--- config.mk ---
export PLATFORM = sky130hd
export DESIGN_NAME = control_pipeline_register
export DESIGN_NICKNAME = d
export VERILOG_FILES = /design/src/rtl/control_pipeline_register.sv
export SDC_FILE = /design/constraint.sdc
export NUM_CORES = 1
export LEC_CHECK = 0
export ABC_AREA = 1
export BUFFER_PORTS_ARGS = -buffer_cell sky130_fd_sc_hd__buf_2
export CAP_MARGIN = 20
export CORE_MARGIN = 4
export CORE_UTILIZATION = 53
export CTS_CLUSTER_DIAMETER = 200
export CTS_CLUSTER_SIZE = 12
export DETAILED_ROUTE_END_ITERATION = 8
export PLACE_DENSITY_LB_ADDON = 0.1
export SYNTH_ARGS = -nofsm -noshare
export SYNTH_HDL_FRONTEND = slang
export SYNTH_SLANG_ARGS = --single-unit
--- constraint.sdc ---
create_clock -name clk -period 3.4 [get_ports clk]
set_input_delay 0.34 -clock clk [delete_from_list [all_inputs] [get_ports clk]]
set_output_delay 0.34 -clock clk [all_outputs]
set_load 0.01 [all_outputs]
--- src/rtl/control_pipeline_register.sv ---
// -----------------------------------------------------------------------------
// control_pipeline_register
//
// Multi-stage pipeline register for the microprogrammed control unit. It sits
// between the microstore output and the field-decode logic that drives the
// register load enables (fr_ld, rf_ld, ir_ld, mar_ld, ...). Each of the STAGES
// stages carries a microinstruction word, the microstore state number that
// produced it, and a valid bit.
//
// Per rising clock edge (reset low), the priority is flush > stall > shift:
//   flush : every stage becomes a NOP bubble. The same-cycle input is dropped.
//           The stall counter and the timeout flag are cleared.
//   stall : every stage holds. The input is not captured, so upstream must
//           hold it. The stall counter counts up and saturates at STALL_MAX+1.
//   shift : stage 0 takes the input, or a bubble when in_valid is low.
//           Stage k takes stage k-1. The stall counter is cleared.
// stall_timeout sets when the stall counter reaches STALL_MAX+1. It is sticky
// until a flush or a reset.
//
// Reset is asynchronous and active-high. The outputs clear as soon as reset
// asserts, without waiting for a clock edge.
//
// Ports:
//   clk           in   rising-edge clock
//   reset         in   asynchronous active-high reset
//   in            in   [WORD_W]   microinstruction from the microstore
//   in_state      in   [STATE_W]  state number that produced `in`
//   in_valid      in   in / in_state are meaningful this cycle
//   stall         in   hold all stages
//   flush         in   invalidate all stages
//   out           out  [WORD_W]   final-stage microinstruction (registered)
//   out_state     out  [STATE_W]  final-stage state number (registered)
//   out_valid     out  final stage holds a valid word (registered)
//   occupancy     out  [$clog2(STAGES+1)]  number of valid stages (registered)
//   stall_timeout out  sticky stall watchdog flag
// -----------------------------------------------------------------------------
module control_pipeline_register #(
  parameter int                WORD_W    = 34,
  parameter int                STATE_W   = 10,
  parameter int                STAGES    = 2,
  parameter logic [WORD_W-1:0] NOP_WORD  = '0,
  parameter int                STALL_MAX = 15
) (
  input  logic                         clk,
  input  logic                         reset,
  input  logic [WORD_W-1:0]            in,
  input  logic [STATE_W-1:0]           in_state,
  input  logic                         in_valid,
  input  logic                         stall,
  input  logic                         flush,
  output logic [WORD_W-1:0]            out,
  output logic [STATE_W-1:0]           out_state,
  output logic                         out_valid,
  output logic [$clog2(STAGES+1)-1:0]  occupancy,
  output logic                         stall_timeout
);

  localparam int OCC_W = $clog2(STAGES + 1);
  // The counter must be able to hold STALL_MAX+1, which is its saturation value.
  localparam int CNT_W = $clog2(STALL_MAX + 2);
  localparam logic [CNT_W-1:0] STALL_LIMIT = CNT_W'(STALL_MAX + 1);

  // Next-cycle valid bits of all stages. Occupancy is registered from these,
  // so it always matches the stage valids that the same edge latches.
  logic [STAGES-1:0] valid_next_vec;

  // ---------------------------------------------------------------------------
  // Stage datapath
  // ---------------------------------------------------------------------------
  for (genvar gi = 0; gi < STAGES; gi++) begin : g_stage
    logic [WORD_W-1:0]  word_q,  word_d,  src_word;
    logic [STATE_W-1:0] state_q, state_d, src_state;
    logic               valid_q, valid_d, src_valid;

    if (gi == 0) begin : g_head
      // A cycle without a valid input shifts in a bubble. The bubble uses the
      // NOP word with all load enables off, so stray input bits never reach
      // the field decode.
      assign src_word  = in_valid ? in       : NOP_WORD;
      assign src_state = in_valid ? in_state : '0;
      assign src_valid = in_valid;
    end else begin : g_body
      assign src_word  = g_stage[gi-1].word_q;
      assign src_state = g_stage[gi-1].state_q;
      assign src_valid = g_stage[gi-1].valid_q;
    end

    always_comb begin
      word_d  = word_q;
      state_d = state_q;
      valid_d = valid_q;
      if (flush) begin
        word_d  = NOP_WORD;
        state_d = '0;
        valid_d = 1'b0;
      end else if (!stall) begin
        word_d  = src_word;
        state_d = src_state;
        valid_d = src_valid;
      end
    end

    always_ff @(posedge clk or posedge reset) begin
      if (reset) begin
        word_q  <= NOP_WORD;
        state_q <= '0;
        valid_q <= 1'b0;
      end else begin
        word_q  <= word_d;
        state_q <= state_d;
        valid_q <= valid_d;
      end
    end

    assign valid_next_vec[gi] = valid_d;
  end

  // ---------------------------------------------------------------------------
  // Occupancy: population count of the next-cycle valid bits
  // ---------------------------------------------------------------------------
  logic [OCC_W-1:0] occupancy_q, occupancy_d;

  always_comb begin
    occupancy_d = '0;
    for (int i = 0; i < STAGES; i++) begin
      occupancy_d = occupancy_d + OCC_W'(valid_next_vec[i]);
    end
  end

  always_ff @(posedge clk or posedge reset) begin
    if (reset) begin
      occupancy_q <= '0;
    end else begin
      occupancy_q <= occupancy_d;
    end
  end

  // ---------------------------------------------------------------------------
  // Stall watchdog
  // ---------------------------------------------------------------------------
  logic [CNT_W-1:0] stall_cnt_q, stall_cnt_d;
  logic             stall_timeout_q, stall_timeout_d;

  always_comb begin
    stall_cnt_d     = stall_cnt_q;
    stall_timeout_d = stall_timeout_q;
    if (flush) begin
      stall_cnt_d     = '0;
      stall_timeout_d = 1'b0;
    end else if (stall) begin
      // A stall counts even when the pipe is empty. The counter saturates so
      // that a long stall cannot wrap it back below the limit.
      if (stall_cnt_q != STALL_LIMIT) begin
        stall_cnt_d = stall_cnt_q + CNT_W'(1);
      end
      if (stall_cnt_d == STALL_LIMIT) begin
        stall_timeout_d = 1'b1;
      end
    end else begin
      // A shift edge restarts the count. The sticky flag is left alone.
      stall_cnt_d = '0;
    end
  end

  always_ff @(posedge clk or posedge reset) begin
    if (reset) begin
      stall_cnt_q     <= '0;
      stall_timeout_q <= 1'b0;
    end else begin
      stall_cnt_q     <= stall_cnt_d;
      stall_timeout_q <= stall_timeout_d;
    end
  end

  // ---------------------------------------------------------------------------
  // Outputs: taken straight from flops, with no combinational path from inputs
  // ---------------------------------------------------------------------------
  assign out           = g_stage[STAGES-1].word_q;
  assign out_state     = g_stage[STAGES-1].state_q;
  assign out_valid     = g_stage[STAGES-1].valid_q;
  assign occupancy     = occupancy_q;
  assign stall_timeout = stall_timeout_q;

endmodule

-- Yosys cells after proc, flatten, opt, wreduce, memory -nomap -nowiden
Index checks and enable logic that the tools add are counted.
- input bits: 49
- word-level logic and storage cells: 39
- register bits after elaboration: 98
- output and inout port bits: 48
- equality and inequality tests: 3
- mux-type cells: 22
- reduce and logical (&&, ||, !) cells: 3
- $add $sub $neg: 2
- operators with widths (kind ; number):
    $mux W34 ; 5
    $mux W10 ; 5
    $mux W5 ; 5
    $mux W1 ; 7
    $add A5 B1 Y5 const B ; 1
    $eq A5 B5 Y1 const B ; 1
    $ne A5 B5 Y1 const B ; 1
    $reduce_bool A2 Y1 ; 2
    $add A1 B1 Y2 ; 1
    $ne A2 B1 Y1 const B ; 1
    $reduce_and A2 Y1 ; 1

-- Depth between registers and ports, before layout
Gate-level depths: netlist of run 1.
- depth after elaboration: 8
- gate-level depth with buffers: 10
- mapped depth without buffers: 10

-- Worst setup path before layout of run 1
Ideal clock, no wire load.
- path kind: in2reg
- start: input port flush
- end: register occupancy_q[0] (netlist: occupancy[0])
- path buffers: 2
- stages: 6
- library setup time: 126 ps
- arrival: 1184 ps
- setup slack: 2090 ps
- required time: 3274 ps
- cells stage by stage: inv_1 buf_2 buf_2 nand3_1 o21ai_1 ha_1
- cells in the longest elaborated chain, start to end: 2
- elaborated cells between the ends (all ways): 3
- those cells by class: 1 x add/sub; 2 x mux
- RTL lines (item ; line ; RTL):
    start: declaration ; 50 ; input logic flush,
    $mux W1 ; 92 ; if (flush) begin
    via g_stage[1].valid_d ; 73 ; logic valid_q, valid_d, src_valid;
    $add A1 B1 Y2 ; 126 ; occupancy_d = occupancy_d + OCC_W'(valid_next_vec[i]);
    via occupancy_d[0] ; 121 ; logic [OCC_W-1:0] occupancy_q, occupancy_d;
    end signal: assignment ; 134 ; occupancy_q <= occupancy_d;
    end: declaration ; 121 ;
The timed path passes the listed nets, and every way through them passes these cells.
A chain may end at the register's enable or synchronous reset.

-- Final worst setup path of run 1
- start: register stall_cnt_q[0]
- end: register stall_timeout_q (netlist: stall_timeout)
- cells in the longest elaborated chain, start to end: 7
- elaborated cells between the ends (all ways): 8
- those cells by class: 1 x add/sub; 2 x eq/ne; 3 x mux; 2 x reduce/logical
- RTL lines (item ; line ; RTL):
    start: declaration ; 141 ; logic [CNT_W-1:0] stall_cnt_q, stall_cnt_d;
    start signal: assignment ; 170 ; stall_cnt_q <= stall_cnt_d;
    $add A5 B1 Y5 or $ne A5 B5 Y1 (tied branches) ; 154, 153 ;
    $mux W5 (*) ; 153 ; if (stall_cnt_q != STALL_LIMIT) begin
    $mux W5 (*) ; 150 ; end else if (stall) begin
    $mux W5 (*) ; 147 ; if (flush) begin
    $eq A5 B5 Y1 (*) ; 156 ; if (stall_cnt_d == STALL_LIMIT) begin
    $reduce_bool A2 Y1 (no line) (*) ; - ;
    $reduce_and A2 Y1 (no line) (*) ; - ;
    end signal: assignment ; 171 ; stall_timeout_q <= stall_timeout_d;
    end: declaration ; 142 ; logic stall_timeout_q, stall_timeout_d;
Every way passes the cells marked *; elsewhere a longest branch is shown, timed or not. The select of a mux whose other input is x is not followed.

==> flow_summary.json, run 1 <==
{
  "synth.yosys.seq_area_share": 0.630,
  "cellLeakagePower_nw": 2.33,
  "final_core_occ": 0.668,
  "clockRootBuffer": "sky130_fd_sc_hd__clkbuf_8",
  "critical_path_required_ns": 3.69,
  "crit_type": "flop to flop",
  "yosys_warnings": 0,
  "htreeDepth": 3,
  "most_used_cell_cp": "sky130_fd_sc_hd__nand2_1",
  "cts-resized-gates": 0,
  "run_status": "complete, no violations",
  "worst_path_clk_slew_ns": 0.09,
  "post_cts_buffers": 0,
  "hold_viol_final": 0,
  "power.total_mw": 2.26,
  "main_area_contributors_after_synthesis": "sky130_fd_sc_hd__dfrtp_1, sky130_fd_sc_hd__nand3_1, sky130_fd_sc_hd__o21ai_0, sky130_fd_sc_hd__inv_1, sky130_fd_sc_hd__buf_2",
  "area.growth.synth_to_final_pct": 19.7,
  "worst_setup_sp_type": "flop",
  "place_hpwl_mm": 5.67,
  "detail_route.wl_per_cell_um": 15.0,
  "mapped_nets": 449,
  "critical-path-top-delay-family": "simple AND/OR/NAND/NOR gates",
  "cts_hold_repair.buffers": 0,
  "number_of_enable_flip_flop_cells_after_synthesis": 0,
  "final_nets": 536,
  "post_synth_instance_area_sq_mm": 0.00389,
  "cp_max_fo": 5,
  "share_of_the_synthesized_area_in_the_top_cell_type": 0.630,
  "ir_drop_mv": 0.226,
  "post-route-drc-count": 0,
  "syn-mean-instance-area_sq_um": 9.81,
  "setup_viol": 0,
  "final.setup_skew_ns": 0.00943,
  "slew_headroom": 0.607,
  "globalRoute.totalOverflow": 0,
  "num_antenna_cells": 0,
  "worstSkewPairLatency_ns": 0.35,
  "ys_async_rst_share": 1.00,
  "ys.flop_type": "sky130_fd_sc_hd__dfrtp_1",
  "timing.setup.tns_ns": 0,
  "power.density_mw_per_mm2": 486,
  "netlist_instances": 397,
  "io_pins": 97,
  "cp_cell_sequence": "inv_1 > ha_1 > nand2_1 > inv_1 > nand2_1 > nand2_1 > nand2_1 > nor2_1 > nand3_1 > nand2_1",
  "timing_max_transition_violations_final": 0,
  "final.setup.worst_slack_ns": 2.07,
  "synth.cells.most_frequent": "sky130_fd_sc_hd__dfrtp_1, sky130_fd_sc_hd__nand3_1, sky130_fd_sc_hd__o21ai_0, sky130_fd_sc_hd__inv_1, sky130_fd_sc_hd__nand2_1",
  "cp-end-kind": "flop",
  "clkSinkCount": 98,
  "wire_length_of_the_first_global_routing_pass_mm": 14.7,
  "timing_worst_slew_pin_value_ns": 0.589,
  "worstSetupStartpoint": "stall_cnt_q[0]",
  "post_drt_via_cell_ratio": 5.38,
  "final_antenna_net_count": 0,
  "placementRows": 30,
  "finalWirelength_mm": 8.75,
  "die-width_um": 93.7,
  "synthDistinctLibCells": 19,
  "place.gp.congestion": 0.823,
  "period_share": 0.391,
  "fp.dieH_um": 93.7,
  "max-clock-path-buffers": 2,
  "max_freq_mhz": 753,
  "iteration_0_drc_markers": 196,
  "cpPeakStageDelay_ns": 0.44,
  "cts_bufs_inserted": 9,
  "vias_in_the_first_global_route": 3123,
  "coreArea_sq_mm": 0.00698,
  "worst-endpoint-arrival_ns": 1.62,
  "grt_start_max_net_pins": 50,
  "timing.final.crit_period_ns": 1.33,
  "synth_largest_area_cell": "sky130_fd_sc_hd__dfrtp_1",
  "synth.ff_latch_count": 98,
  "global_route.usage.total": 0.214,
  "starting_density_of_the_core": 0.558,
  "rsz0062_at_grt": "no",
  "drv.max_cap_violation_count": 0,
  "crit_slowest_cell": "sky130_fd_sc_hd__dfrtp_1",
  "design.die.area_sq_mm": 0.00878,
  "critical_path.n_buffers_inverters": 2,
  "dr_pass1_iterations": 4,
  "cts_tree": "yes",
  "hold_class": "primary input to asynchronous set/reset pin",
  "place_ws_ns": 1.73,
  "initial_antenna_violation_count": 0,
  "via_count": 3145,
  "yosysMostFrequentCell": "sky130_fd_sc_hd__dfrtp_1",
  "port_buffers": 96,
  "post_route_cells_drive_above_1_share": 0.254,
  "worstReg2RegStart": "stall_cnt_q[0]"
}
[power breakdown]
group	internal (mW)	switching, mW
sequential	1.20	0.0133
combinational	0.0523	0.117
clock	0.492	0.392
[layout make-up]
cell class                 count  area, sq um
inverter                      55          209
fill                         623         2320
tap                           96          120
timing repair buffer         104          541
multi-input combinational    216         1100
clock buffer                  10          128
sequential                    98         2450
clock inverter                 6          115
[sequential cells by signal (all words and copies together), names as in the netlist]
register	count
g_stage.word_q	34
out	34
g_stage.state_q	10
out_state	10
stall_cnt_q	5
occupancy	2
g_stage.valid_q	1
out_valid	1
stall_timeout	1
[worst paths after layout]
check	to	slack [ns]	depth (start not counted)
max	stall_timeout	2.07	10
min	out[22]	0.06	2
max reg2reg	stall_timeout	2.07	10
min reg2reg	stall_timeout	0.50	2
max in group asynchronous	g_stage[0].state_q[7]	2.58	3
min in group clk	g_stage[0].word_q[9]	0.21	3
[kinds of logic (layout without fill, tap and decap cells)]
family          Yosys count  after routing  share of synthesized area
simple gates            118            118                      0.149
fa+ha+maj                 3              3                    0.00964
buf+inv                  83            175                     0.0884
flops                    98             98                      0.630
compound gates           95             95                      0.123
[placed cells by master, fill, tap and decap left out, drive strengths merged, types with 2 or more instances in the layout]
cell / instances
o21ai: 91
bufinv: 3
inv: 55
nor2: 6
ha: 3
a21oi: 4
nand4: 2
nand3: 93
clkbuf: 10
nand2: 16
clkinv: 2
dfrtp: 98
buf: 104
[layer usage]
layer,vias to the layer above,GRT usage,share of wire,wire length (um)
met5,-,0,0,0
met4,0,0.0758,0.014,123
met3,12,0.0441,0.060,525
met2,95,0.347,0.49,4250
met1,1550,0.287,0.44,3850
li1,1488,-,-,-
[per-stage QoR]
stage               cell area (sq um)  hold WS (ns)  instances
finish                           4660        0.0555        585
global route                     4660        0.0945        585
CTS                              4660        0.0659        585
detailed placement               4420         0.457        569
global placement                 4420         0.456        569
floorplan                        3890         0.483        397
No activity file was read; power rests on OpenSTA's default activity.
==> run 2: changes to the inputs <==
--- a/config.mk
+++ b/config.mk
@@ -9,7 +9,7 @@
 export BUFFER_PORTS_ARGS = -buffer_cell sky130_fd_sc_hd__buf_2
 export CAP_MARGIN = 20
 export CORE_MARGIN = 4
-export CORE_UTILIZATION = 53
+export CORE_UTILIZATION = 47
 export CTS_CLUSTER_DIAMETER = 200
 export CTS_CLUSTER_SIZE = 12
 export DETAILED_ROUTE_END_ITERATION = 8
==> constraint.sdc (replaced) <==
create_clock -name clk -period 1.1 [get_ports clk]
set_input_delay 0.11 -clock clk [delete_from_list [all_inputs] [get_ports clk]]
set_output_delay 0.11 -clock clk [all_outputs]
set_load 0.01 [all_outputs]
==> flow_summary.json, run 2 (synthesized netlist as in run 1, its figures left out) <==
{
  "hold_viol_final": 0,
  "final_design_area_no_fill_sq_mm": 0.00509,
  "finalWirelength_mm": 9.55,
  "worst_path_clk_slew_ns": 0.10,
  "final_nets": 579,
  "io_pins": 97,
  "timing_worst_slew_pin_value_ns": 0.334,
  "placementRows": 32,
  "timing.setup.tns_ns": -0.269,
  "leading_cell_types_in_the_layout_fill_and_taps_excluded": "sky130_fd_sc_hd__dfrtp_1, sky130_fd_sc_hd__buf_2, sky130_fd_sc_hd__nand3_1, sky130_fd_sc_hd__o21ai_0, sky130_fd_sc_hd__inv_1",
  "globalRoute.totalOverflow": 0,
  "violations_in_the_final_reports": "negative setup slack",
  "worst-endpoint-arrival_ns": 1.53,
  "coreArea_sq_mm": 0.00789,
  "period_share": 1.12,
  "fp.dieH_um": 99.0,
  "timing.hold.worst.start": "in[27]",
  "place.gp.congestion": 0.744,
  "cp_max_fo": 3,
  "clockRootBuffer": "sky130_fd_sc_hd__clkbuf_8",
  "design.die.area_sq_mm": 0.00980,
  "post_drt_via_cell_ratio": 5.12,
  "ir_drop_mv": 0.621,
  "post-route-drc-count": 0,
  "htreeDepth": 3,
  "worstSetupStartpoint": "stall_cnt_q[1]",
  "final_antenna_net_count": 0,
  "cts_bufs_inserted": 9,
  "clkSinkCount": 98,
  "crit_type": "flop to flop",
  "place_hpwl_mm": 6.13,
  "run_status": "complete, but fails checks",
  "final_core_occ": 0.645,
  "power.total_mw": 6.49,
  "worst_setup_sp_type": "flop",
  "drv.max_cap_violation_count": 0,
  "dpl_cell_area_sq_mm": 0.00458,
  "setup_viol": 4,
  "global_route.usage.total": 0.204,
  "final.setup.worst_slack_ns": -0.128,
  "max-clock-path-buffers": 2,
  "slew_headroom": 0.777,
  "area.growth.synth_to_final_pct": 30.7,
  "place_ws_ns": -0.199,
  "critical_path_required_ns": 1.40,
  "timing.final.crit_period_ns": 1.23,
  "worstReg2RegStart": "stall_cnt_q[1]",
  "port_buffers": 96,
  "starting_density_of_the_core": 0.494,
  "num_antenna_cells": 0,
  "via_count": 3246,
  "post_route_cells_drive_above_1_share": 0.293,
  "layout_commonest_cell": "sky130_fd_sc_hd__dfrtp_1",
  "initial_antenna_violation_count": 1,
  "cts_tree": "yes",
  "wire_length_of_the_first_global_routing_pass_mm": 16.1,
  "detail_route.wl_per_cell_um": 15.1,
  "die-width_um": 99.0,
  "hold_class": "primary input to flop",
  "power.density_mw_per_mm2": 1280,
  "grt_start_max_net_pins": 51,
  "timing_max_transition_violations_final": 0,
  "rsz0062_at_grt": "yes",
  "dr_pass1_iterations": 4,
  "max_freq_mhz": 815,
  "vias_in_the_first_global_route": 3418,
  "final.setup_skew_ns": 0.0140,
  "cellLeakagePower_nw": 2.50,
  "iteration_0_drc_markers": 150,
  "worstSkewPairLatency_ns": 0.35,
  "cp-end-kind": "flop"
}
-- run 2: power by group --
part	total, mW	internal [mW]	switching, mW
registers	3.74	3.70	0.0388
logic	0.679	0.280	0.399
clock network	2.07	0.838	1.23
total	6.49	4.82	1.67
-- run 2: metrics by stage --
stage / hold WS [ns] / std cells
after floorplan: 0.260 / 397
after global placement: 0.227 / 590
after detailed placement: 0.235 / 590
after CTS: 0.000211 / 634
after global routing: 0.0116 / 634
final: 0.00985 / 634
-- run 2: worst paths after layout --
| kind | end | slack [ns] | cells past startpoint |
|---|---|---|---|
| setup / recovery | stall_timeout | -0.13 | 10 |
| hold / removal | g_stage[0].word_q[27] | 0.01 | 3 |
| setup reg to reg | stall_timeout | -0.13 | 10 |
| hold reg to reg | stall_timeout | 0.50 | 2 |
| max in group asynchronous | stall_cnt_q[3] | 0.46 | 4 |
| min in group asynchronous | out[25] | 0.40 | 4 |
-- run 2: critical path, cell delays in order, from the launching register on --
cell and delay (ns):
sky130_fd_sc_hd__dfrtp_1 0.42, sky130_fd_sc_hd__inv_2 0.09, sky130_fd_sc_hd__ha_4 0.14, sky130_fd_sc_hd__nand2_4 0.05, sky130_fd_sc_hd__inv_4 0.07, sky130_fd_sc_hd__nand2_4 0.05, sky130_fd_sc_hd__nand2_2 0.07, sky130_fd_sc_hd__nand2_1 0.05
sky130_fd_sc_hd__nor2_1 0.11, sky130_fd_sc_hd__nand3_1 0.09, sky130_fd_sc_hd__nand2_1 0.07
-- run 2: layer usage --
metal,vias to the layer above,track usage,part of all wire
li1,1577,-,-
met1,1547,0.274,0.44
met2,106,0.335,0.48
met3,14,0.0389,0.062
met4,2,0.0662,0.015
met5,-,0,0.0014
-- run 2: layout make-up --
class                           instances  area [sq um]
Timing Repair Buffer                  147           968
Multi-Input combinational cell        216          1160
Tap cell                              102           128
Fill cell                             683          2800
Inverter                               55           213
Clock inverter                          5          38.8
Clock buffer                           11           131
Sequential cell                        98          2450
-- run 2: repair_timing --
action,4_1_cts,5_1_grt
buffers inserted,4,0
cloned,0,0
pin swaps,7,6
gates resized for setup,14,8
hold endpoints to repair,121,0
endpoints found under the setup margin,4,6
hold buffers,24,0
==> run 3: changes to the inputs <==
--- a/config.mk
+++ b/config.mk
@@ -8,11 +8,13 @@
 export ABC_AREA = 1
 export BUFFER_PORTS_ARGS = -buffer_cell sky130_fd_sc_hd__buf_2
 export CAP_MARGIN = 20
+export CORE_ASPECT_RATIO = 0.75
 export CORE_MARGIN = 4
-export CORE_UTILIZATION = 47
+export CORE_UTILIZATION = 40
 export CTS_CLUSTER_DIAMETER = 200
 export CTS_CLUSTER_SIZE = 12
 export DETAILED_ROUTE_END_ITERATION = 8
+export GPL_ROUTABILITY_DRIVEN = 0
 export PLACE_DENSITY_LB_ADDON = 0.1
 export SYNTH_ARGS = -nofsm -noshare
 export SYNTH_HDL_FRONTEND = slang
==> flow_summary.json, run 3 (synthesized netlist as in run 1, its figures left out) <==
{
  "final_nets": 555,
  "crit_type": "flop to flop",
  "cts_bufs_inserted": 9,
  "io_pins": 97,
  "power.density_mw_per_mm2": 1520,
  "worstSkewPairLatency_ns": 0.33,
  "ir_drop_mv": 1.02,
  "hold_viol_final": 0,
  "via_count": 3148,
  "wire_length_of_the_first_global_routing_pass_mm": 16.4,
  "leading_cell_types_in_the_layout_fill_and_taps_excluded": "sky130_fd_sc_hd__dfrtp_1, sky130_fd_sc_hd__buf_2, sky130_fd_sc_hd__nand3_1, sky130_fd_sc_hd__o21ai_0, sky130_fd_sc_hd__inv_1",
  "coreArea_sq_mm": 0.00927,
  "final_antenna_net_count": 0,
  "power.total_mw": 7.61,
  "max-clock-path-buffers": 2,
  "layout_commonest_cell": "sky130_fd_sc_hd__dfrtp_1",
  "timing.hold.worst_endpoint": "g_stage[0].word_q[27]",
  "finalWirelength_mm": 9.96,
  "cpPeakStageDelay_ns": 0.39,
  "worstRegToRegCells": 9,
  "initial_antenna_violation_count": 0,
  "timing.setup.tns_ns": -0.117,
  "grt_start_max_net_pins": 61,
  "fp.dieH_um": 93.4,
  "htreeDepth": 3,
  "globalRoute.totalOverflow": 0,
  "critical_path_required_ns": 1.37,
  "timing.hold.worst.start": "in[27]",
  "vias_in_the_first_global_route": 3268,
  "slew_headroom": 0.681,
  "crit_slowest_cell": "sky130_fd_sc_hd__dfrtp_1",
  "detail_route.wl_per_cell_um": 15.7,
  "min_path_cells": 3,
  "violations_in_the_final_reports": "negative setup slack",
  "placementRows": 30,
  "cellLeakagePower_nw": 2.46,
  "dr_pass1_iterations": 4,
  "port_buffers": 96,
  "area.growth.synth_to_final_pct": 28.5,
  "most_used_cell_cp": "sky130_fd_sc_hd__buf_4",
  "final.setup_skew_ns": 0.00346,
  "run_status": "complete, but fails checks",
  "hold_class": "primary input to flop",
  "cp_max_fo": 3,
  "worst-r2r-setup-slack_ns": -0.12,
  "global_route.usage.total": 0.186,
  "cp_cell_sequence": "inv_2 > buf_4 > buf_4 > buf_4 > nand2_2 > nand2_2 > nor2_2 > nand3_1 > nand2_1",
  "timing_max_transition_violations_final": 0,
  "clkSinkCount": 98,
  "iteration_0_drc_markers": 183,
  "clockRootBuffer": "sky130_fd_sc_hd__clkbuf_16",
  "worst_path_clk_slew_ns": 0.06,
  "post_route_cells_drive_above_1_share": 0.307,
  "timing_worst_slew_pin_value_ns": 0.478,
  "max_freq_mhz": 822,
  "final.setup.worst_slack_ns": -0.117,
  "worst-endpoint-arrival_ns": 1.49,
  "drv.max_cap_violation_count": 0,
  "worstReg2RegStart": "stall_cnt_q[0]",
  "place_hpwl_mm": 6.50,
  "die-width_um": 122,
  "period_share": 1.11,
  "cts_tree": "yes",
  "num_antenna_cells": 0,
  "worstReg2RegEnd": "stall_timeout",
  "timing.final.crit_period_ns": 1.22,
  "cp-end-kind": "flop",
  "setup_viol": 1,
  "rsz0062_at_grt": "yes",
  "post_drt_via_cell_ratio": 4.95,
  "design.die.area_sq_mm": 0.0114,
  "starting_density_of_the_core": 0.420,
  "worst_setup_sp_type": "flop",
  "post-route-drc-count": 0
}
[run 3: changes by cell type in the layout (fill, tap and decap cells not counted), sizes merged]
cell / previous run / this run
buf: 123 / 122
clkinv: 3 / 0
inv: 55 / 54
clkbuf: 11 / 15
bufinv: 0 / 1
clkinvlp: 2 / 1
dlygate4sd3: 24 / 1
[run 3: through the flow]
stage | setup WS [ns] | instances | utilization | instance area, sq um | hold slack [ns]
global placement | -0.121 | 616 | 0.496 | 4600 | 0.230
CTS | -0.106 | 635 | 0.535 | 4960 | 0.00229
global route | -0.245 | 636 | 0.540 | 5000 | 0.00560
floorplan | -0.172 | 397 | - | 3900 | 0.260
detailed placement | -0.156 | 616 | 0.496 | 4600 | 0.236
finish | -0.117 | 636 | 0.540 | 5000 | 0.0133
[run 3: report_power, final]
group	internal [mW]	switching [mW]
logic	0.219	0.396
clock network	2.01	1.24
registers	3.71	0.0396
total	5.94	1.67
[run 3: critical path: cells and delay by family (launching register included)]
family | cells | cell delay, ns
buf+inv | 4 | 0.44
flops | 1 | 0.39
simple gates | 5 | 0.33
[run 3: area by class of cell]
cell class,count,area [sq um]
tap,128,160
inverter,55,213
timing repair buffer,123,711
clock inverter,1,30.0
clock buffer,15,288
sequential,98,2450
multi-input combinational,216,1150
fill,897,4270
[run 3: metal layers]
| layer | vias up | part of all wire | track usage |
|---|---|---|---|
| li1 | 1533 | - | - |
| met1 | 1532 | 0.47 | 0.263 |
| met2 | 76 | 0.46 | 0.285 |
| met3 | 7 | 0.053 | 0.0484 |
| met4 | 0 | 0.010 | 0.0476 |
| met5 | - | 0 | 0 |
[run 3: worst max-delay path by stage]
stage | depth (start not counted) | slack, ns | endpoint | from
final | 9 | -0.12 | stall_timeout | stall_cnt_q[0]
after global routing | 10 | -0.25 | stall_timeout | stall_cnt_q[1]
after CTS | 6 | -0.11 | stall_timeout | stall_cnt_q[0]
after detailed placement | 10 | -0.16 | stall_timeout | stall_cnt_q[0]
after global placement | 10 | -0.12 | stall_timeout | stall_cnt_q[0]
after floorplan | 1 | -0.17 | g_stage[0].state_q[0] | reset
[run 3: timing repair]
item	CTS	global route
hold buffers	1	0
pin swaps	4	6
endpoints found under the setup margin	5	7
gates resized for setup	7	13
buffers inserted	2	1
hold endpoints to repair	98	0
